===== src/rtl/loader_pkg.sv =====
// Shared types and constants for the boot-time program loader.
package loader_pkg;

    typedef enum logic [2:0] {
        ST_HDR,
        ST_DATA,
        ST_WRITE,
        ST_CKSUM,
        ST_DONE,
        ST_ERR
    } state_e;

    localparam int HDR_BYTES  = 4;
    localparam int WORD_BYTES = 4;

    // States in which the loader is willing to take a stream byte.
    function automatic logic is_rx_state(input state_e s);
        return (s == ST_HDR) || (s == ST_DATA) || (s == ST_CKSUM);
    endfunction

endpackage


===== src/rtl/prog_loader_byte_packer.sv =====
// Packs four consecutive bytes, MSB first, into one 32-bit word.
module byte_packer
    import loader_pkg::*;
(
    input  logic        clk_i,
    input  logic        rst_ni,
    input  logic        clear_i,
    input  logic        byte_valid_i,
    input  logic [7:0]  byte_i,
    output logic [31:0] word_o,
    output logic        word_valid_o
);

    logic [1:0]  cnt_q;
    logic [23:0] sh_q;

    always_ff @(posedge clk_i or negedge rst_ni) begin
        if (!rst_ni) begin
            cnt_q <= '0;
            sh_q  <= '0;
        end else if (clear_i) begin
            cnt_q <= '0;
            sh_q  <= '0;
        end else if (byte_valid_i) begin
            cnt_q <= cnt_q + 2'd1;
            sh_q  <= {sh_q[15:0], byte_i};
        end
    end

    // The completing byte goes straight into the low lane so the word is usable the same cycle.
    assign word_o       = {sh_q, byte_i};
    assign word_valid_o = byte_valid_i && (cnt_q == 2'(WORD_BYTES - 1));

endmodule


===== src/rtl/prog_loader.sv =====
// Loads a length-prefixed byte stream into instruction memory and holds the CPU in reset until done.
// Optional trailing XOR checksum byte is enabled by defining PROG_LOADER_CHECKSUM_EN.
module prog_loader
    import loader_pkg::*;
#(
    parameter logic [31:0] BASE_ADDR = 32'h0000_0000,
    parameter int          MAX_WORDS = 1024,
    parameter int          ADDR_W    = 32
) (
    input  logic              clk_i,
    input  logic              rst_i,
    input  logic              byte_valid_i,
    input  logic [7:0]        byte_data_i,
    output logic              byte_ready_o,
    input  logic              load_start_i,
    output logic              imem_we_o,
    output logic [ADDR_W-1:0] imem_addr_o,
    output logic [31:0]       imem_wdata_o,
    output logic              cpu_rst_n_o,
    output logic              done_o,
    output logic              err_o
);

    state_e            state_q, state_d;
    logic [31:0]       n_q;
    logic [31:0]       k_q;
    logic [ADDR_W-1:0] addr_q;
    logic [31:0]       wdata_q;

    logic        xfer;
    logic        pk_valid;
    logic        restart;
    logic        last_word;
    logic [31:0] word;
    logic        word_valid;

    // Ready is forced low while reset is asserted so nothing is handshaken during reset.
    assign byte_ready_o = rst_i && is_rx_state(state_q);
    assign xfer         = byte_valid_i && byte_ready_o;
    assign pk_valid     = xfer && ((state_q == ST_HDR) || (state_q == ST_DATA));
    assign restart      = ((state_q == ST_DONE) || (state_q == ST_ERR)) && load_start_i;
    assign last_word    = (k_q >= (n_q - 32'd1));

    byte_packer u_packer (
        .clk_i        (clk_i),
        .rst_ni       (rst_i),
        .clear_i      (restart),
        .byte_valid_i (pk_valid),
        .byte_i       (byte_data_i),
        .word_o       (word),
        .word_valid_o (word_valid)
    );

`ifdef PROG_LOADER_CHECKSUM_EN
    logic [7:0] csum_q;

    always_ff @(posedge clk_i or negedge rst_i) begin
        if (!rst_i) begin
            csum_q <= '0;
        end else if (restart) begin
            csum_q <= '0;
        end else if (pk_valid) begin
            csum_q <= csum_q ^ byte_data_i;
        end
    end
`endif

    always_comb begin
        state_d = state_q;
        case (state_q)
            ST_HDR: begin
                if (word_valid) begin
                    if (word == 32'd0)                    state_d = ST_DONE;
                    else if (word > 32'(MAX_WORDS))       state_d = ST_ERR;
                    else                                  state_d = ST_DATA;
                end
            end
            ST_DATA: begin
                if (word_valid) state_d = ST_WRITE;
            end
            ST_WRITE: begin
`ifdef PROG_LOADER_CHECKSUM_EN
                state_d = last_word ? ST_CKSUM : ST_DATA;
`else
                state_d = last_word ? ST_DONE : ST_DATA;
`endif
            end
`ifdef PROG_LOADER_CHECKSUM_EN
            ST_CKSUM: begin
                if (xfer) state_d = (byte_data_i == csum_q) ? ST_DONE : ST_ERR;
            end
`endif
            ST_DONE, ST_ERR: begin
                if (load_start_i) state_d = ST_HDR;
            end
            default: state_d = ST_HDR;
        endcase
    end

    always_ff @(posedge clk_i or negedge rst_i) begin
        if (!rst_i) begin
            state_q <= ST_HDR;
            n_q     <= '0;
            k_q     <= '0;
            addr_q  <= '0;
            wdata_q <= '0;
        end else begin
            state_q <= state_d;
            if (restart) begin
                n_q <= '0;
                k_q <= '0;
            end else if ((state_q == ST_HDR) && word_valid) begin
                n_q <= word;
                k_q <= '0;
            end else if ((state_q == ST_WRITE) && !last_word) begin
                k_q <= k_q + 32'd1;
            end
            // Address and data are captured on entry to WRITE and then held.
            if ((state_q == ST_DATA) && word_valid) begin
                wdata_q <= word;
                addr_q  <= ADDR_W'(BASE_ADDR + (k_q << 2));
            end
        end
    end

    assign imem_we_o    = (state_q == ST_WRITE);
    assign imem_addr_o  = addr_q;
    assign imem_wdata_o = wdata_q;
    assign cpu_rst_n_o  = (state_q == ST_DONE);
    assign done_o       = (state_q == ST_DONE);
    assign err_o        = (state_q == ST_ERR);

endmodule

===== config.mk =====
export PLATFORM = sky130hd
export DESIGN_NAME = prog_loader
export DESIGN_NICKNAME = d
export VERILOG_FILES = /design/src/rtl/loader_pkg.sv /design/src/rtl/prog_loader_byte_packer.sv /design/src/rtl/prog_loader.sv
export SDC_FILE = /design/constraint.sdc
export NUM_CORES = 1
export LEC_CHECK = 0
export BUFFER_PORTS_ARGS = -buffer_cell sky130_fd_sc_hd__buf_2
export CAP_MARGIN = 20
export CORE_ASPECT_RATIO = 0.5
export CORE_MARGIN = 2
export CORE_UTILIZATION = 54
export DETAILED_ROUTE_END_ITERATION = 10
export GPL_TIMING_DRIVEN = 0
export PLACE_DENSITY = 0.77
export SLEW_MARGIN = 0
export SYNTH_ARGS = -nofsm -noshare
export SYNTH_HDL_FRONTEND = slang
export SYNTH_HIERARCHICAL = 1
export SYNTH_SLANG_ARGS = --single-unit

===== constraint.sdc =====
create_clock -name clk_i -period 4.31 [get_ports clk_i]
set_clock_uncertainty 0.2 [all_clocks]
set_input_delay 0.862 -clock clk_i [delete_from_list [all_inputs] [get_ports clk_i]]
set_output_delay 0.862 -clock clk_i [all_outputs]
set_load 0.02 [all_outputs]

* Word-level counts from Yosys, hierarchy flattened
Cells that the tools add are included.
** Word-level totals
- Bits in registers :: 155
- Word-level logic and storage cells :: 56
** Operators by class
- Add/sub/neg operators :: 3
- $lt $le $gt $ge :: 2
- Eq/ne operators :: 9
- Mux-type cells :: 16
- Reduce and logical (&&, ||, !) cells :: 19
** Operators with widths (number)
- 2-to-1 mux 32 bit :: 5
- 2-to-1 mux 24 bit :: 2
- adder 32 x 1 -> 32 bit (second input constant) :: 1
- >= comparator 32 bit :: 1
- greater-than comparator 32 x 11 -> 1 bit (second input constant) :: 1
- zero test 32 bit :: 1
- subtractor 32 x 1 -> 32 bit (second input constant) :: 1
- 2-to-1 mux 3 bit :: 6
- case mux 3 bit (4 select lines) :: 1
- logical AND 1 bit :: 8
- == test 3 x 2 -> 1 bit (second input constant) :: 2
- == test 3 bit (second input constant) :: 2
- != test 2 bit (second input constant) :: 3
- 2-to-1 mux 2 bit :: 2
- nonzero test 2 bit :: 2
- == test 3 x 1 -> 1 bit (second input constant) :: 1
- zero test 3 bit :: 1
- logical OR 1 bit :: 3
- AND reduction 3 bit :: 1
- nonzero test 3 bit :: 1
- adder 2 x 1 -> 2 bit (second input constant) :: 1
- == test 2 bit (second input constant) :: 1
- OR reduction 2 bit :: 1
- zero test 1 bit :: 1

* Logic depth before layout (Yosys ltp)
Gate-level depths: netlist of run 1.
- Depth in word-level cells :: 10
- Depth in mapped cells :: 16
- Mapped depth without buffers :: 14

* Cells and area by module
Netlist of run 1, hierarchy kept.
** Modules (own cells, without submodules)
- prog_loader :: instances 1, cells an instance 675, area an instance 6906.6 µm²
- byte_packer :: instances 1, cells an instance 94, area an instance 1153.6 µm²

* Least setup slack after synthesis of run 1
OpenSTA, ideal clock, no wires.
- Path kind :: register -> register
- Start :: register n_q[7]
- End :: register k_q[22]
- Arrival time :: 3.780 ns
- Required time :: 3.974 ns
- Setup slack :: 0.194 ns
- Stages on the path, launching flop included :: 16
- Clock period less this slack :: 4.116 ns
- Path through :: dfrtp_1 -> nor4_1 -> nand3_1 -> nor4_1 -> nand2_1 -> nor3_1 -> xnor2_1 -> ha_1 -> a21oi_1 -> nand2_1 -> a221oi_1 -> nand2_1 -> clkbuf_1 -> clkbuf_1 -> o41ai_1 -> a21oi_1
** Between the ends
- Cells in the longest elaborated chain, start to end :: 5
** Ends and longest elaborated chain
- start: declaration :: RTL line prog_loader.sv:25 : logic [31:0] n_q;
- start signal: assignment :: RTL line prog_loader.sv:113 : n_q <= word;
- subtractor 32 x 1 -> 32 bit :: RTL line prog_loader.sv:42 : assign last_word = (k_q >= (n_q - 32'd1));
- >= comparator 32 bit :: RTL line prog_loader.sv:42
- zero test 1 bit :: RTL line prog_loader.sv:115 : end else if ((state_q == ST_WRITE) && !last_word) begin
- logical AND 1 bit :: RTL line prog_loader.sv:115
- nonzero test 3 bit (no source line)
- end signal: assignment :: RTL line prog_loader.sv:116 : k_q <= k_q + 32'd1;
- end: declaration :: RTL line prog_loader.sv:26 : logic [31:0] k_q;
Every way passes these cells.
A chain may end at the register's enable or synchronous reset.

* Worst setup path after layout of run 1
- Start :: register n_q[6]
- End :: register k_q[2]
Same word-level chain as after synthesis.

==> impl_results.html, run 1 <==
<table>
<tr><th>Metric</th><th>Value</th></tr>
<tr><th colspan="2">Finish</th></tr>
<tr><td>Area added between synthesis and finish</td><td>19.2%</td></tr>
<tr><td>Multi-input logic area</td><td>slightly above 0.004 mm2</td></tr>
<tr><td>Reg area</td><td>approximately 0.0039 mm2</td></tr>
<tr><td>Fill cell count</td><td>1114</td></tr>
<tr><td>Net count, final</td><td>around 900</td></tr>
<tr><td>Non-filler instance count after layout</td><td>1088</td></tr>
<tr><td>Final Util</td><td>66.2%</td></tr>
<tr><td>Diode count</td><td>0</td></tr>
<tr><td>Layout cells sized above 1</td><td>28.3%</td></tr>
<tr><th colspan="2">Floorplan</th></tr>
<tr><td>Core footprint</td><td>0.0145 mm2</td></tr>
<tr><td>Io pins</td><td>81</td></tr>
<tr><td>Die Span X</td><td>approximately 180 um</td></tr>
<tr><td>Vertical die dimension</td><td>90.4 um</td></tr>
<tr><td>Cell row count</td><td>31</td></tr>
<tr><td>Die area</td><td>0.0160 mm2</td></tr>
<tr><td>Initial core utilization</td><td>between 50% and 60%</td></tr>
<tr><th colspan="2">Critical path</th></tr>
<tr><td>Worst-path fanout max</td><td>10</td></tr>
<tr><td>Start point of the critical path</td><td>n_q[6]</td></tr>
<tr><td>CP required</td><td>4.40 ns</td></tr>
<tr><td>Critical path capture point type</td><td>flip-flop</td></tr>
<tr><td>Slack of the worst reg-to-reg path</td><td>0.09 ns</td></tr>
<tr><td>Reg2reg start</td><td>n_q[6]</td></tr>
<tr><td>Depth of the worst register-to-register path</td><td>14</td></tr>
<tr><td>CP arrival</td><td>4.31 ns</td></tr>
<tr><td>Crit Path Category</td><td>reg -&gt; reg</td></tr>
<tr><td>Worst Setup Start Kind</td><td>flip-flop</td></tr>
<tr><td>Reg2Reg Capture Point</td><td>k_q[2]</td></tr>
<tr><th colspan="2">Detailed routing</th></tr>
<tr><td>Residual antenna-violating net count after detailed routing</td><td>0</td></tr>
<tr><td>Post-detailed-route wirelength per cell</td><td>18.3 um</td></tr>
<tr><td>Post-detailed-routing wire length</td><td>approximately 20000 um</td></tr>
<tr><td>Via total after detailed routing</td><td>6448</td></tr>
<tr><td>Violation count after the first detailed-routing iteration</td><td>477</td></tr>
<tr><td>Vias per std cell</td><td>roughly 5.9</td></tr>
<tr><td>First-pass detailed-route iteration total</td><td>5</td></tr>
<tr><td>DRC violations left</td><td>0</td></tr>
<tr><th colspan="2">Timing</th></tr>
<tr><td>Final setup slack of the worst path</td><td>0.0914 ns</td></tr>
<tr><td>Final count of hold timing violations</td><td>0</td></tr>
<tr><td>Transition time at the pin with the least slew margin</td><td>0.768 ns</td></tr>
<tr><td>Finish-stage setup viols</td><td>0</td></tr>
<tr><td>Pins Over Slew Limit</td><td>0</td></tr>
<tr><td>Fraction of the cycle the final worst path needs</td><td>97.9%</td></tr>
<tr><td>Slew HR</td><td>48.8%</td></tr>
<tr><td>Post-route minimum period</td><td>between 4 and 5 ns</td></tr>
<tr><td>Highest clock rate</td><td>0.237 GHz</td></tr>
<tr><th colspan="2">Yosys</th></tr>
<tr><td>Top flip-flop cell by instance count after synthesis</td><td>sky130_fd_sc_hd__dfrtp_1</td></tr>
<tr><td>Count of synthesis-stage warnings from yosys</td><td>6</td></tr>
<tr><td>Post-Syn Instances</td><td>~770</td></tr>
<tr><td>Sequential fraction of the synthesis area</td><td>48.1%</td></tr>
<tr><td>Netlist area before placement</td><td>slightly above 0.008 mm2</td></tr>
<tr><td>Register bit total from synthesis</td><td>between 150 and 200</td></tr>
<tr><td>Cell variety after synth</td><td>51</td></tr>
<tr><td>Post-synth EDFFs</td><td>0</td></tr>
<tr><td>Ys async rst share</td><td>100%</td></tr>
<tr><td>Avg Inst Size Synth</td><td>10.5 um2</td></tr>
<tr><th colspan="2">Clock network</th></tr>
<tr><td>Clock Latency Late Sink</td><td>0.43 ns</td></tr>
<tr><td>Library cell used as clock root buffer</td><td>sky130_fd_sc_hd__clkbuf_16</td></tr>
<tr><td>TritonCTS buffer count</td><td>17</td></tr>
<tr><td>CTS H-tree lvls</td><td>4</td></tr>
<tr><td>Max Buffers Root-to-Sink</td><td>2</td></tr>
<tr><td>Clock Pin Slew Worst Setup and Hold Paths</td><td>0.07 ns</td></tr>
<tr><td>TritonCTS clock tree</td><td>done</td></tr>
<tr><td>Sink Count</td><td>around 160</td></tr>
<tr><td>Count of hold buffers inserted by post-cts repair</td><td>0</td></tr>
<tr><th colspan="2">Run status</th></tr>
<tr><td>Run status</td><td>completed</td></tr>
<tr><th colspan="2">Global routing</th></tr>
<tr><td>GRT Overall Usage</td><td>25.4%</td></tr>
<tr><td>First-pass GRT wire length</td><td>32200 um</td></tr>
<tr><td>Antenna violations before repair</td><td>0</td></tr>
<tr><td>Pin count of the biggest net entering global routing</td><td>95</td></tr>
<tr><td>Grt total ovfl</td><td>0</td></tr>
<tr><td>Vias in the first global route</td><td>6197</td></tr>
<tr><th colspan="2">Place</th></tr>
<tr><td>Cell total after placement</td><td>1047</td></tr>
<tr><td>Final weighted congestion in routability-driven placement</td><td>approximately 0.87</td></tr>
<tr><td>Post-placement setup slack</td><td>-0.742 ns</td></tr>
<tr><td>Final HPWL DP</td><td>13700 um</td></tr>
<tr><td>Count of buffers from port buffering</td><td>78</td></tr>
<tr><th colspan="2">Pwr</th></tr>
<tr><td>Total design power</td><td>7.10 mW</td></tr>
<tr><td>Total leakage power</td><td>4.46 nW</td></tr>
<tr><td>Power per Cell Area</td><td>739 mW/mm2</td></tr>
<tr><td>Peak supply drop</td><td>roughly 0.00033 V</td></tr>
<tr><th colspan="2">Flow run</th></tr>
<tr><td>Number of max-cap violations</td><td>0</td></tr>
<tr><th colspan="2">Min path</th></tr>
<tr><td>Hold crit path type</td><td>in -&gt; async</td></tr>
</table>
-- cells by family (layout without fill, tap and decap cells) --
group	count (synthesis)	count (layout)	synth area share (%)
flops	155	155	48.1
buf+inv	59	179	3.85
fa+ha+maj	35	35	5.43
other cells	1	2	0.0465
simple gates	281	281	18.2
compound gates	112	112	8.20
xor+xnor	32	32	3.48
mux	94	94	12.6
-- stage by stage --
step	hold slack (ns)	setup TNS (ns)	instance area (um2)
floorplan	0.290	0	8060
global placement	0.286	-234.81	8700
detailed placement	0.291	-43.50	8740
CTS	0.232	-0.00423	9400
global route	0.242	-3.96	9610
finish	0.195	0	9610
-- cell type report --
type,instances,share of cell area (%)
timing repair buffer,90,5.28
buffer,50,3.14
sequential,155,40.4
tap,198,2.58
clock buffer,18,4.57
inverter,8,0.313
multi-input combinational,556,42.3
clock inverter,13,1.38
-- synth_stat cells (17+ instances only) --
master / count / area [um2]
sky130_fd_sc_hd__nor2_1: 39 / 146
sky130_fd_sc_hd__mux2i_1: 32 / 320
sky130_fd_sc_hd__xnor2_1: 18 / 158
sky130_fd_sc_hd__mux2_2: 62 / 698
sky130_fd_sc_hd__clkbuf_1: 31 / 116
sky130_fd_sc_hd__a21oi_1: 68 / 340
sky130_fd_sc_hd__or4_1: 17 / 128
sky130_fd_sc_hd__nor4_1: 18 / 113
sky130_fd_sc_hd__dfrtp_1: 155 / 3880
sky130_fd_sc_hd__ha_1: 35 / 438
sky130_fd_sc_hd__nand2_1: 96 / 360
sky130_fd_sc_hd__nand3_1: 19 / 95.1
sky130_fd_sc_hd__nor3_1: 21 / 105
-- flip-flops by register name (all words and copies together) (netlist names) --
name	flops
n_q	32
k_q	32
u_packer/sh_q	24
imem_addr_o	30
u_packer/cnt_q	2
state_q	3
imem_wdata_o	32
-- routing by layer --
layer / GRT usage [%] / wire, um / part of all wire [%] / vias to the layer above
met3: 4.63 / 1240 / 6.2 / 22
li1: - / - / - / 3007
met4: 7.30 / 232 / 1.2 / 0
met2: 38.4 / 8940 / 45 / 217
met1: 37.4 / 9450 / 48 / 3202
met5: 0 / 0 / 0 / -
-- how the worst max path moves through the flow --
stage	end	slack, ns	cells after the start
finish	k_q[2]	0.09	14
global route	k_q[2]	-0.17	14
CTS	k_q[8]	-0.004	15
detailed placement	k_q[8]	-0.74	15
global placement	imem_addr_o[27]	-2.28	9
floorplan	k_q[22]	0.19	15
-- report_power, final --
group	switching [mW]	internal [mW]	total, mW
registers	0.633	1.95	2.58
logic	1.79	1.27	3.06
clock network	0.641	0.823	1.46
total	3.06	4.04	7.10
-- worst max-delay path: stages, from the launching register on --
cell                       delay, ns
sky130_fd_sc_hd__dfrtp_1        0.45
sky130_fd_sc_hd__nor4_4         0.38
sky130_fd_sc_hd__nand3_2        0.18
sky130_fd_sc_hd__buf_4          0.18
sky130_fd_sc_hd__nor4_1         0.32
sky130_fd_sc_hd__xnor2_1        0.17
sky130_fd_sc_hd__ha_1           0.32
sky130_fd_sc_hd__nand4_1        0.14
sky130_fd_sc_hd__nor3_2         0.18
sky130_fd_sc_hd__or4b_2         0.65
sky130_fd_sc_hd__a31oi_4        0.26
sky130_fd_sc_hd__buf_6          0.18
sky130_fd_sc_hd__clkbuf_4       0.23
sky130_fd_sc_hd__nor3_1         0.10
sky130_fd_sc_hd__mux2i_1        0.14
-- layout by cell type, fill, tap and decap left out, drive strengths merged, types with 2 or more instances in the layout --
master,count
xnor2,18
or4b,7
a21oi,68
mux2i,32
o41ai,6
nand4,16
ha,35
conb,2
nor2,40
inv,15
and4,4
nand2b,9
and2,5
o21a,5
dfrtp,155
nor2b,3
o21ai,10
or4,17
nor4,19
o31ai,14
clkbuf,48
buf,110
xor2,14
nor3b,4
or3,9
o31a,4
and3,10
clkinv,2
nand3,19
clkinvlp,3
mux2,62
nand2,96
nor3,21
-- repair_timing --
item	CTS	global route
pin swaps	0	13
setup endpoints to repair	54	54
gates resized for setup	18	40
buffers inserted	1	10
Note: power is estimated with default switching activity, not from simulation.
==> run 2: changes to the inputs <==
--- a/config.mk
+++ b/config.mk
@@ -13,6 +13,7 @@
 export DETAILED_ROUTE_END_ITERATION = 10
 export GPL_TIMING_DRIVEN = 0
 export PLACE_DENSITY = 0.77
+export SETUP_SLACK_MARGIN = 0.5
 export SLEW_MARGIN = 0
 export SYNTH_ARGS = -nofsm -noshare
 export SYNTH_HDL_FRONTEND = slang
==> run 2 against run 1 <==
Compared with the run above: the flow now finishes with violations (DRC, setup timing); flip-flop and latch count is the same; combinational power up 45%; setup slack worse by 0.12 ns; via count is 12% higher; power up 22%; final area rose by 9.9%; global-route usage up 4.9 points; die area unchanged; hold slack worse by 0.017 ns; cell count is 3.1% higher; clock power rose by 6%; critical endpoint is now k_q[8]; largest cell class unchanged.
==> impl_results.html, run 2 (synthesis gave the netlist of run 1 again) <==
<table>
<tr><th>Metric</th><th>Value</th></tr>
<tr><th colspan="2">Critical path</th></tr>
<tr><td>Reg2Reg Capture Point</td><td>k_q[8]</td></tr>
<tr><td>Worst-path fanout max</td><td>6</td></tr>
<tr><td>CP required</td><td>roughly 4.4 ns</td></tr>
<tr><td>Reg2reg start</td><td>n_q[7]</td></tr>
<tr><td>Critical path capture point type</td><td>flip-flop</td></tr>
<tr><td>Worst Setup Start Kind</td><td>flip-flop</td></tr>
<tr><td>Slack of the worst reg-to-reg path</td><td>-0.02 ns</td></tr>
<tr><td>Crit Path Category</td><td>reg -&gt; reg</td></tr>
<tr><td>Depth of the worst register-to-register path</td><td>16</td></tr>
<tr><td>CP arrival</td><td>4.46 ns</td></tr>
<tr><th colspan="2">Finish</th></tr>
<tr><td>Highest-count cells in the layout ignoring fill and taps</td><td>sky130_fd_sc_hd__dfrtp_1 (152), sky130_fd_sc_hd__nand2_1 (92), sky130_fd_sc_hd__buf_2 (79), sky130_fd_sc_hd__mux2_2 (62), sky130_fd_sc_hd__a21oi_1 (51)</td></tr>
<tr><td>Net count, final</td><td>958</td></tr>
<tr><td>Area added between synthesis and finish</td><td>31.0%</td></tr>
<tr><td>Diode count</td><td>0</td></tr>
<tr><td>Multi-input logic area</td><td>0.00450 mm2</td></tr>
<tr><td>Reg area</td><td>between 0.003 and 0.004 mm2</td></tr>
<tr><td>Fill cell count</td><td>around 920</td></tr>
<tr><td>Layout cells sized above 1</td><td>37.9%</td></tr>
<tr><td>Commonest non-fill, non-tap cell in the layout</td><td>sky130_fd_sc_hd__dfrtp_1</td></tr>
<tr><th colspan="2">Floorplan</th></tr>
<tr><td>Die area</td><td>0.0160 mm2</td></tr>
<tr><td>Cell row count</td><td>31</td></tr>
<tr><td>Vertical die dimension</td><td>90.4 um</td></tr>
<tr><td>Io pins</td><td>81</td></tr>
<tr><td>Initial core utilization</td><td>55.6%</td></tr>
<tr><td>Core footprint</td><td>0.0145 mm2</td></tr>
<tr><td>Die Span X</td><td>177 um</td></tr>
<tr><th colspan="2">Min path</th></tr>
<tr><td>Hold crit path type</td><td>in -&gt; async</td></tr>
<tr><th colspan="2">Clock network</th></tr>
<tr><td>Library cell used as clock root buffer</td><td>sky130_fd_sc_hd__clkbuf_16</td></tr>
<tr><td>CTS H-tree lvls</td><td>4</td></tr>
<tr><td>Clock Latency Late Sink</td><td>between 0.4 and 0.5 ns</td></tr>
<tr><td>Max Buffers Root-to-Sink</td><td>2</td></tr>
<tr><td>TritonCTS buffer count</td><td>17</td></tr>
<tr><td>Clock Pin Slew Worst Setup and Hold Paths</td><td>0.07 ns</td></tr>
<tr><td>TritonCTS clock tree</td><td>done</td></tr>
<tr><td>Sink Count</td><td>155</td></tr>
<tr><th colspan="2">Place</th></tr>
<tr><td>Final weighted congestion in routability-driven placement</td><td>approximately 0.86</td></tr>
<tr><td>Final HPWL DP</td><td>between 10000 and 15000 um</td></tr>
<tr><td>Count of buffers from port buffering</td><td>78</td></tr>
<tr><td>Post-placement setup slack</td><td>-0.515 ns</td></tr>
<tr><th colspan="2">Global routing</th></tr>
<tr><td>Vias in the first global route</td><td>approximately 7100</td></tr>
<tr><td>GRT Overall Usage</td><td>just over 30%</td></tr>
<tr><td>First-pass GRT wire length</td><td>37500 um</td></tr>
<tr><td>Pin count of the biggest net entering global routing</td><td>56</td></tr>
<tr><td>Antenna violations before repair</td><td>0</td></tr>
<tr><td>Grt total ovfl</td><td>0</td></tr>
<tr><th colspan="2">Detailed routing</th></tr>
<tr><td>Violation count after the first detailed-routing iteration</td><td>772</td></tr>
<tr><td>DRC violations left</td><td>1</td></tr>
<tr><td>Vias per std cell</td><td>6.41</td></tr>
<tr><td>Post-detailed-route wirelength per cell</td><td>about 23 um</td></tr>
<tr><td>Via total after detailed routing</td><td>between 7000 and 8000</td></tr>
<tr><td>Residual antenna-violating net count after detailed routing</td><td>0</td></tr>
<tr><td>First-pass detailed-route iteration total</td><td>10</td></tr>
<tr><td>Post-detailed-routing wire length</td><td>25400 um</td></tr>
<tr><th colspan="2">Pwr</th></tr>
<tr><td>Power per Cell Area</td><td>818 mW/mm2</td></tr>
<tr><td>Peak supply drop</td><td>0.000361 V</td></tr>
<tr><td>Total leakage power</td><td>4.82 nW</td></tr>
<tr><td>Total design power</td><td>8.64 mW</td></tr>
<tr><th colspan="2">Timing</th></tr>
<tr><td>Finish-stage setup viols</td><td>1</td></tr>
<tr><td>RSZ-0062 raised after global routing</td><td>true</td></tr>
<tr><td>Transition time at the pin with the least slew margin</td><td>0.746 ns</td></tr>
<tr><td>Tightest hold margin</td><td>about 0.18 ns</td></tr>
<tr><td>Fraction of the cycle the final worst path needs</td><td>101%</td></tr>
<tr><td>Pins Over Slew Limit</td><td>0</td></tr>
<tr><td>Final count of hold timing violations</td><td>0</td></tr>
<tr><td>Slew HR</td><td>50.1%</td></tr>
<tr><td>Total Neg Setup Slack</td><td>-0.0249 ns</td></tr>
<tr><td>Final setup slack of the worst path</td><td>-0.0249 ns</td></tr>
<tr><td>Highest clock rate</td><td>around 0.23 GHz</td></tr>
<tr><td>Post-route minimum period</td><td>4.33 ns</td></tr>
<tr><th colspan="2">Run status</th></tr>
<tr><td>Run status</td><td>complete, but fails checks</td></tr>
<tr><td>Failing checks</td><td>DRC, setup timing</td></tr>
<tr><th colspan="2">Flow run</th></tr>
<tr><td>Number of max-cap violations</td><td>0</td></tr>
</table>
[run 2: final cells by class]
cell class | count | area share, %
repair buffers | 122 | 8.34
well taps | 198 | 2.35
flip-flops and latches | 155 | 36.8
plain buffers | 51 | 3.93
inverters | 8 | 0.284
clock buffers | 18 | 4.06
clock inverters | 14 | 1.65
multi-input cells | 556 | 42.6
[run 2: worst max path at each step]
stage | start | endpoint
5_1_grt | n_q[7] | k_q[8]
3_3_place_gp | rst_i | imem_addr_o[28]
4_1_cts | n_q[6] | k_q[11]
3_5_place_dp | rst_i | imem_addr_o[24]
6_report | n_q[7] | k_q[8]
2_1_floorplan | n_q[8] | k_q[15]
[run 2: critical path, stage by stage (launching register included)]
cell and delay (ns):
sky130_fd_sc_hd__dfrtp_2 0.42, sky130_fd_sc_hd__nor4_4 0.37, sky130_fd_sc_hd__nand3_2 0.16, sky130_fd_sc_hd__buf_4 0.18, sky130_fd_sc_hd__nor4_4 0.19, sky130_fd_sc_hd__buf_4 0.18
sky130_fd_sc_hd__nand2_2 0.08, sky130_fd_sc_hd__nor3_2 0.14, sky130_fd_sc_hd__xnor2_1 0.16, sky130_fd_sc_hd__ha_1 0.29, sky130_fd_sc_hd__nand4_1 0.22, sky130_fd_sc_hd__nor2_2 0.10
sky130_fd_sc_hd__a221oi_4 0.39, sky130_fd_sc_hd__buf_4 0.19, sky130_fd_sc_hd__and3_4 0.22, sky130_fd_sc_hd__or4b_4 0.49, sky130_fd_sc_hd__a21oi_2 0.24
[run 2: timing repair]
action / 4_1_cts / 5_1_grt
endpoints found under the hold margin: 0 / 0
gates resized for setup: 111 / 58
cloned: 8 / 0
hold buffers: 0 / 0
buffers inserted: 22 / 13
pin swaps: 53 / 41
endpoints found under the setup margin: 93 / 63
[run 2: metrics by stage]
step           instance area [um2]  utilization [%]  cells
6_report                     10600             72.8   1122
5_1_grt                      10600             72.8   1122
4_1_cts                      10200             70.2   1109
3_5_place_dp                  8790             60.6   1047
3_3_place_gp                  8750             60.4   1046
2_1_floorplan                 8120                -    770
[run 2: routing by layer]
metal | global-route usage, % | routed length (um)
met1 | 40.7 | 10200
met2 | 47.1 | 11400
met3 | 5.85 | 2440
met4 | 15.6 | 1320
met5 | 0 | 0
[run 2: report_power, final]
group / switching (mW) / leakage, nW / internal [mW]
sequential: 0.694 / 2.07 / 1.95
combinational: 2.52 / 2.46 / 1.93
clock: 0.679 / 0.292 / 0.875
==> run 3: changes to the inputs <==
--- a/config.mk
+++ b/config.mk
@@ -17,5 +17,4 @@
 export SLEW_MARGIN = 0
 export SYNTH_ARGS = -nofsm -noshare
 export SYNTH_HDL_FRONTEND = slang
-export SYNTH_HIERARCHICAL = 1
 export SYNTH_SLANG_ARGS = --single-unit
==> run 3 against run 2 <==
Compared with the run above: the run ends with setup timing left; flip-flop and latch count unchanged; via count is 9.0% lower; area after synthesis down 1.6%; routed wire length down 19%; combinational power down 15%; final area shrank 7.9%; critical path type unchanged; highest routed layer unchanged.
==> impl_results.html, run 3 <==
<table>
<tr><th>Metric</th><th>Value</th></tr>
<tr><th colspan="2">Finish</th></tr>
<tr><td>Non-filler instance count after layout</td><td>1136</td></tr>
<tr><td>Net count, final</td><td>973</td></tr>
<tr><td>Layout cells sized above 1</td><td>26.0%</td></tr>
<tr><td>Final cell area excluding filler cells</td><td>0.00973 mm2</td></tr>
<tr><td>Commonest non-fill, non-tap cell in the layout</td><td>sky130_fd_sc_hd__nand2_1</td></tr>
<tr><td>Reg area</td><td>0.00388 mm2</td></tr>
<tr><td>Area added between synthesis and finish</td><td>22.6%</td></tr>
<tr><td>Diode count</td><td>0</td></tr>
<tr><td>Fill cell count</td><td>1067</td></tr>
<tr><td>Highest-count cells in the layout ignoring fill and taps</td><td>sky130_fd_sc_hd__nand2_1 (164), sky130_fd_sc_hd__dfrtp_1 (152), sky130_fd_sc_hd__buf_2 (77), sky130_fd_sc_hd__a21oi_1 (66), sky130_fd_sc_hd__mux2_2 (55)</td></tr>
<tr><td>Final Util</td><td>67.4%</td></tr>
<tr><td>Multi-input logic area</td><td>0.00409 mm2</td></tr>
<tr><th colspan="2">Timing</th></tr>
<tr><td>Highest clock rate</td><td>0.211 GHz</td></tr>
<tr><td>Finish-stage setup viols</td><td>34</td></tr>
<tr><td>Pins Over Slew Limit</td><td>0</td></tr>
<tr><td>Post-route minimum period</td><td>4.73 ns</td></tr>
<tr><td>Final count of hold timing violations</td><td>0</td></tr>
<tr><td>Fraction of the cycle the final worst path needs</td><td>110%</td></tr>
<tr><td>Transition time at the pin with the least slew margin</td><td>around 0.81 ns</td></tr>
<tr><td>Final setup slack of the worst path</td><td>-0.422 ns</td></tr>
<tr><td>RSZ-0062 raised after global routing</td><td>true</td></tr>
<tr><td>Slew HR</td><td>46.2%</td></tr>
<tr><th colspan="2">Clock network</th></tr>
<tr><td>TritonCTS buffer count</td><td>17</td></tr>
<tr><td>Max Buffers Root-to-Sink</td><td>2</td></tr>
<tr><td>Sink Count</td><td>~160</td></tr>
<tr><td>Library cell used as clock root buffer</td><td>sky130_fd_sc_hd__clkbuf_16</td></tr>
<tr><td>Count of hold buffers inserted by post-cts repair</td><td>0</td></tr>
<tr><td>Clock Latency Late Sink</td><td>0.42 ns</td></tr>
<tr><td>TritonCTS clock tree</td><td>done</td></tr>
<tr><td>CTS H-tree lvls</td><td>4</td></tr>
<tr><td>Clock Pin Slew Worst Setup and Hold Paths</td><td>around 0.070 ns</td></tr>
<tr><th colspan="2">Detailed routing</th></tr>
<tr><td>Violation count after the first detailed-routing iteration</td><td>463</td></tr>
<tr><td>DRC violations left</td><td>0</td></tr>
<tr><td>Vias per std cell</td><td>5.76</td></tr>
<tr><td>Residual antenna-violating net count after detailed routing</td><td>0</td></tr>
<tr><td>Post-detailed-route wirelength per cell</td><td>18.2 um</td></tr>
<tr><td>First-pass detailed-route iteration total</td><td>7</td></tr>
<tr><td>Via total after detailed routing</td><td>6546</td></tr>
<tr><td>Post-detailed-routing wire length</td><td>20700 um</td></tr>
<tr><th colspan="2">Yosys</th></tr>
<tr><td>Register bit total from synthesis</td><td>155</td></tr>
<tr><td>Count of synthesis-stage warnings from yosys</td><td>0</td></tr>
<tr><td>Cell variety after synth</td><td>52</td></tr>
<tr><td>Ranking of synthesized cells by area</td><td>sky130_fd_sc_hd__dfrtp_1 (49%), sky130_fd_sc_hd__nand2_1 (7.8%), sky130_fd_sc_hd__mux2_2 (7.8%)</td></tr>
<tr><td>Ys async rst share</td><td>100%</td></tr>
<tr><td>Post-synth EDFFs</td><td>0</td></tr>
<tr><td>Fraction of post-synthesis cell area in the top cell type by area</td><td>48.9%</td></tr>
<tr><td>Top flip-flop cell by instance count after synthesis</td><td>sky130_fd_sc_hd__dfrtp_1</td></tr>
<tr><td>Avg Inst Size Synth</td><td>9.95 um2</td></tr>
<tr><td>Netlist area before placement</td><td>0.00793 mm2</td></tr>
<tr><td>Post-Syn Instances</td><td>797</td></tr>
<tr><td>Post-synthesis cell type with the largest combined area</td><td>sky130_fd_sc_hd__dfrtp_1</td></tr>
<tr><td>Most instantiated library cell after synthesis</td><td>sky130_fd_sc_hd__nand2_1</td></tr>
<tr><td>Most frequent cells after synthesis</td><td>sky130_fd_sc_hd__nand2_1 (165), sky130_fd_sc_hd__dfrtp_1 (155), sky130_fd_sc_hd__a21oi_1 (71), sky130_fd_sc_hd__mux2_2 (55), sky130_fd_sc_hd__clkbuf_1 (36)</td></tr>
<tr><td>Sequential fraction of the synthesis area</td><td>48.9%</td></tr>
<tr><th colspan="2">Critical path</th></tr>
<tr><td>Highest cell delay on the worst timing path</td><td>about 0.53 ns</td></tr>
<tr><td>CP arrival</td><td>between 4 and 5 ns</td></tr>
<tr><td>Worst-path fanout max</td><td>5</td></tr>
<tr><td>Crit Path Category</td><td>reg -&gt; reg</td></tr>
<tr><td>Series of cell instances along the critical path</td><td>nor4_4, buf_4, nand4_1, or2_1, or4_4, nor4_4, nand2_1, xor2_1, ha_1, nand4_1, buf_4, inv_2, a221oi_4, nand2_2, or4_4, or3_4, nand2_1</td></tr>
<tr><td>Family with the most delay on the worst path</td><td>simple AND/OR/NAND/NOR gates</td></tr>
<tr><td>CP required</td><td>4.47 ns</td></tr>
<tr><td>Critical-path top delay cell</td><td>sky130_fd_sc_hd__or4_4</td></tr>
<tr><td>Worst Setup Start Kind</td><td>flip-flop</td></tr>
<tr><td>Number of buffers and inverters on the critical path</td><td>3</td></tr>
<tr><td>Critical path capture point type</td><td>flip-flop</td></tr>
<tr><th colspan="2">Global routing</th></tr>
<tr><td>First-pass GRT wire length</td><td>between 30000 and 40000 um</td></tr>
<tr><td>Antenna violations before repair</td><td>0</td></tr>
<tr><td>Pin count of the biggest net entering global routing</td><td>84</td></tr>
<tr><td>Grt total ovfl</td><td>0</td></tr>
<tr><td>Vias in the first global route</td><td>6597</td></tr>
<tr><td>GRT Overall Usage</td><td>a little over a quarter</td></tr>
<tr><th colspan="2">Place</th></tr>
<tr><td>Final weighted congestion in routability-driven placement</td><td>about 0.91</td></tr>
<tr><td>Cell total after placement</td><td>1075</td></tr>
<tr><td>Final HPWL DP</td><td>13900 um</td></tr>
<tr><td>Post-placement setup slack</td><td>-0.567 ns</td></tr>
<tr><td>Count of buffers from port buffering</td><td>78</td></tr>
<tr><td>Placed cell areas</td><td>between 0.008 and 0.009 mm2</td></tr>
<tr><th colspan="2">Floorplan</th></tr>
<tr><td>Core footprint</td><td>0.0144 mm2</td></tr>
<tr><td>Io pins</td><td>81</td></tr>
<tr><td>Cell row count</td><td>31</td></tr>
<tr><td>Die Span X</td><td>175 um</td></tr>
<tr><td>Die area</td><td>0.0157 mm2</td></tr>
<tr><td>Initial core utilization</td><td>55.0%</td></tr>
<tr><td>Vertical die dimension</td><td>89.7 um</td></tr>
<tr><th colspan="2">Run status</th></tr>
<tr><td>Failing checks</td><td>setup timing</td></tr>
<tr><td>Run status</td><td>complete, but fails checks</td></tr>
<tr><th colspan="2">Pwr</th></tr>
<tr><td>Power per Cell Area</td><td>820 mW/mm2</td></tr>
<tr><td>Peak supply drop</td><td>around 0.00039 V</td></tr>
<tr><td>Total leakage power</td><td>4.73 nW</td></tr>
<tr><td>Total design power</td><td>7.98 mW</td></tr>
<tr><th colspan="2">Min path</th></tr>
<tr><td>Hold crit path type</td><td>in -&gt; async</td></tr>
<tr><th colspan="2">Flow run</th></tr>
<tr><td>Number of max-cap violations</td><td>0</td></tr>
</table>
-- run 3: path summary, 6_finish.rpt --
path,from,to,slack [ns],depth (start not counted)
max in group asynchronous,rst_i,imem_addr_o[19],3.03,2
min in group clk_i,imem_addr_o[16],imem_addr_o[16],0.27,2
hold / removal,rst_i,imem_wdata_o[7],0.12,1
hold reg to reg,imem_addr_o[16],imem_addr_o[16],0.27,2
setup reg to reg,n_q[3],k_q[31],-0.42,17
setup / recovery,n_q[3],k_q[31],-0.42,17
-- run 3: logic make-up after synthesis --
kind of cell / synth area share (%)
simple gates: 20.4
flops: 48.9
compound gates: 8.00
mux: 10.1
buf+inv: 2.70
xor+xnor: 4.42
fa+ha+maj: 5.52
other cells: 0.0473
-- run 3: area by class of cell --
type / instances / share of cell area [%]
tap: 198 / 2.55
inverter: 13 / 0.502
sequential: 155 / 39.9
buffer: 41 / 1.92
multi-input combinational: 589 / 42.1
timing repair buffer: 109 / 7.00
clock inverter: 14 / 1.66
clock buffer: 17 / 4.37
-- run 3: worst register-to-register path, cell delays in order (launching register included) --
cell and delay (ns):
sky130_fd_sc_hd__dfrtp_2 0.45, sky130_fd_sc_hd__nor4_4 0.33, sky130_fd_sc_hd__buf_4 0.17, sky130_fd_sc_hd__nand4_1 0.18
sky130_fd_sc_hd__or2_1 0.30, sky130_fd_sc_hd__or4_4 0.46, sky130_fd_sc_hd__nor4_4 0.32, sky130_fd_sc_hd__nand2_1 0.11
sky130_fd_sc_hd__xor2_1 0.16, sky130_fd_sc_hd__ha_1 0.33, sky130_fd_sc_hd__nand4_1 0.14, sky130_fd_sc_hd__buf_4 0.13
sky130_fd_sc_hd__inv_2 0.04, sky130_fd_sc_hd__a221oi_4 0.34, sky130_fd_sc_hd__nand2_2 0.09, sky130_fd_sc_hd__or4_4 0.53
sky130_fd_sc_hd__or3_4 0.34, sky130_fd_sc_hd__nand2_1 0.07
-- run 3: report_power, final --
| group | leakage [nW] | internal [mW] | total, mW | switching, mW |
|---|---|---|---|---|
| Combinational | 2.36 | 1.69 | 3.79 | 2.10 |
| Clock | 0.288 | 0.865 | 1.50 | 0.638 |
| Sequential | 2.08 | 2.00 | 2.69 | 0.687 |
| Total | 4.73 | 4.55 | 7.98 | 3.42 |
-- run 3: through the flow --
| stage | TNS, ns | hold slack [ns] |
|---|---|---|
| global placement | -225.47 | 0.262 |
| global route | -18.45 | 0.170 |
| floorplan | -2.05 | 0.297 |
| CTS | -13.09 | 0.280 |
| finish | -11.10 | 0.123 |
| detailed placement | -16.96 | 0.267 |
-- run 3: what timing repair did --
item	CTS	global route
endpoints found under the hold margin	0	0
buffers inserted	16	13
pin swaps	19	25
setup endpoints to repair	34	59
cloned	1	0
gates resized for setup	22	28
-- run 3: metal layers --
layer	global-route usage, %	routed length [um]	up-vias
met2	40.5	9260	265
met1	38.7	9390	3192
li1	-	-	3046
met5	0	0	-
met3	5.41	1580	43
met4	10.1	473	0
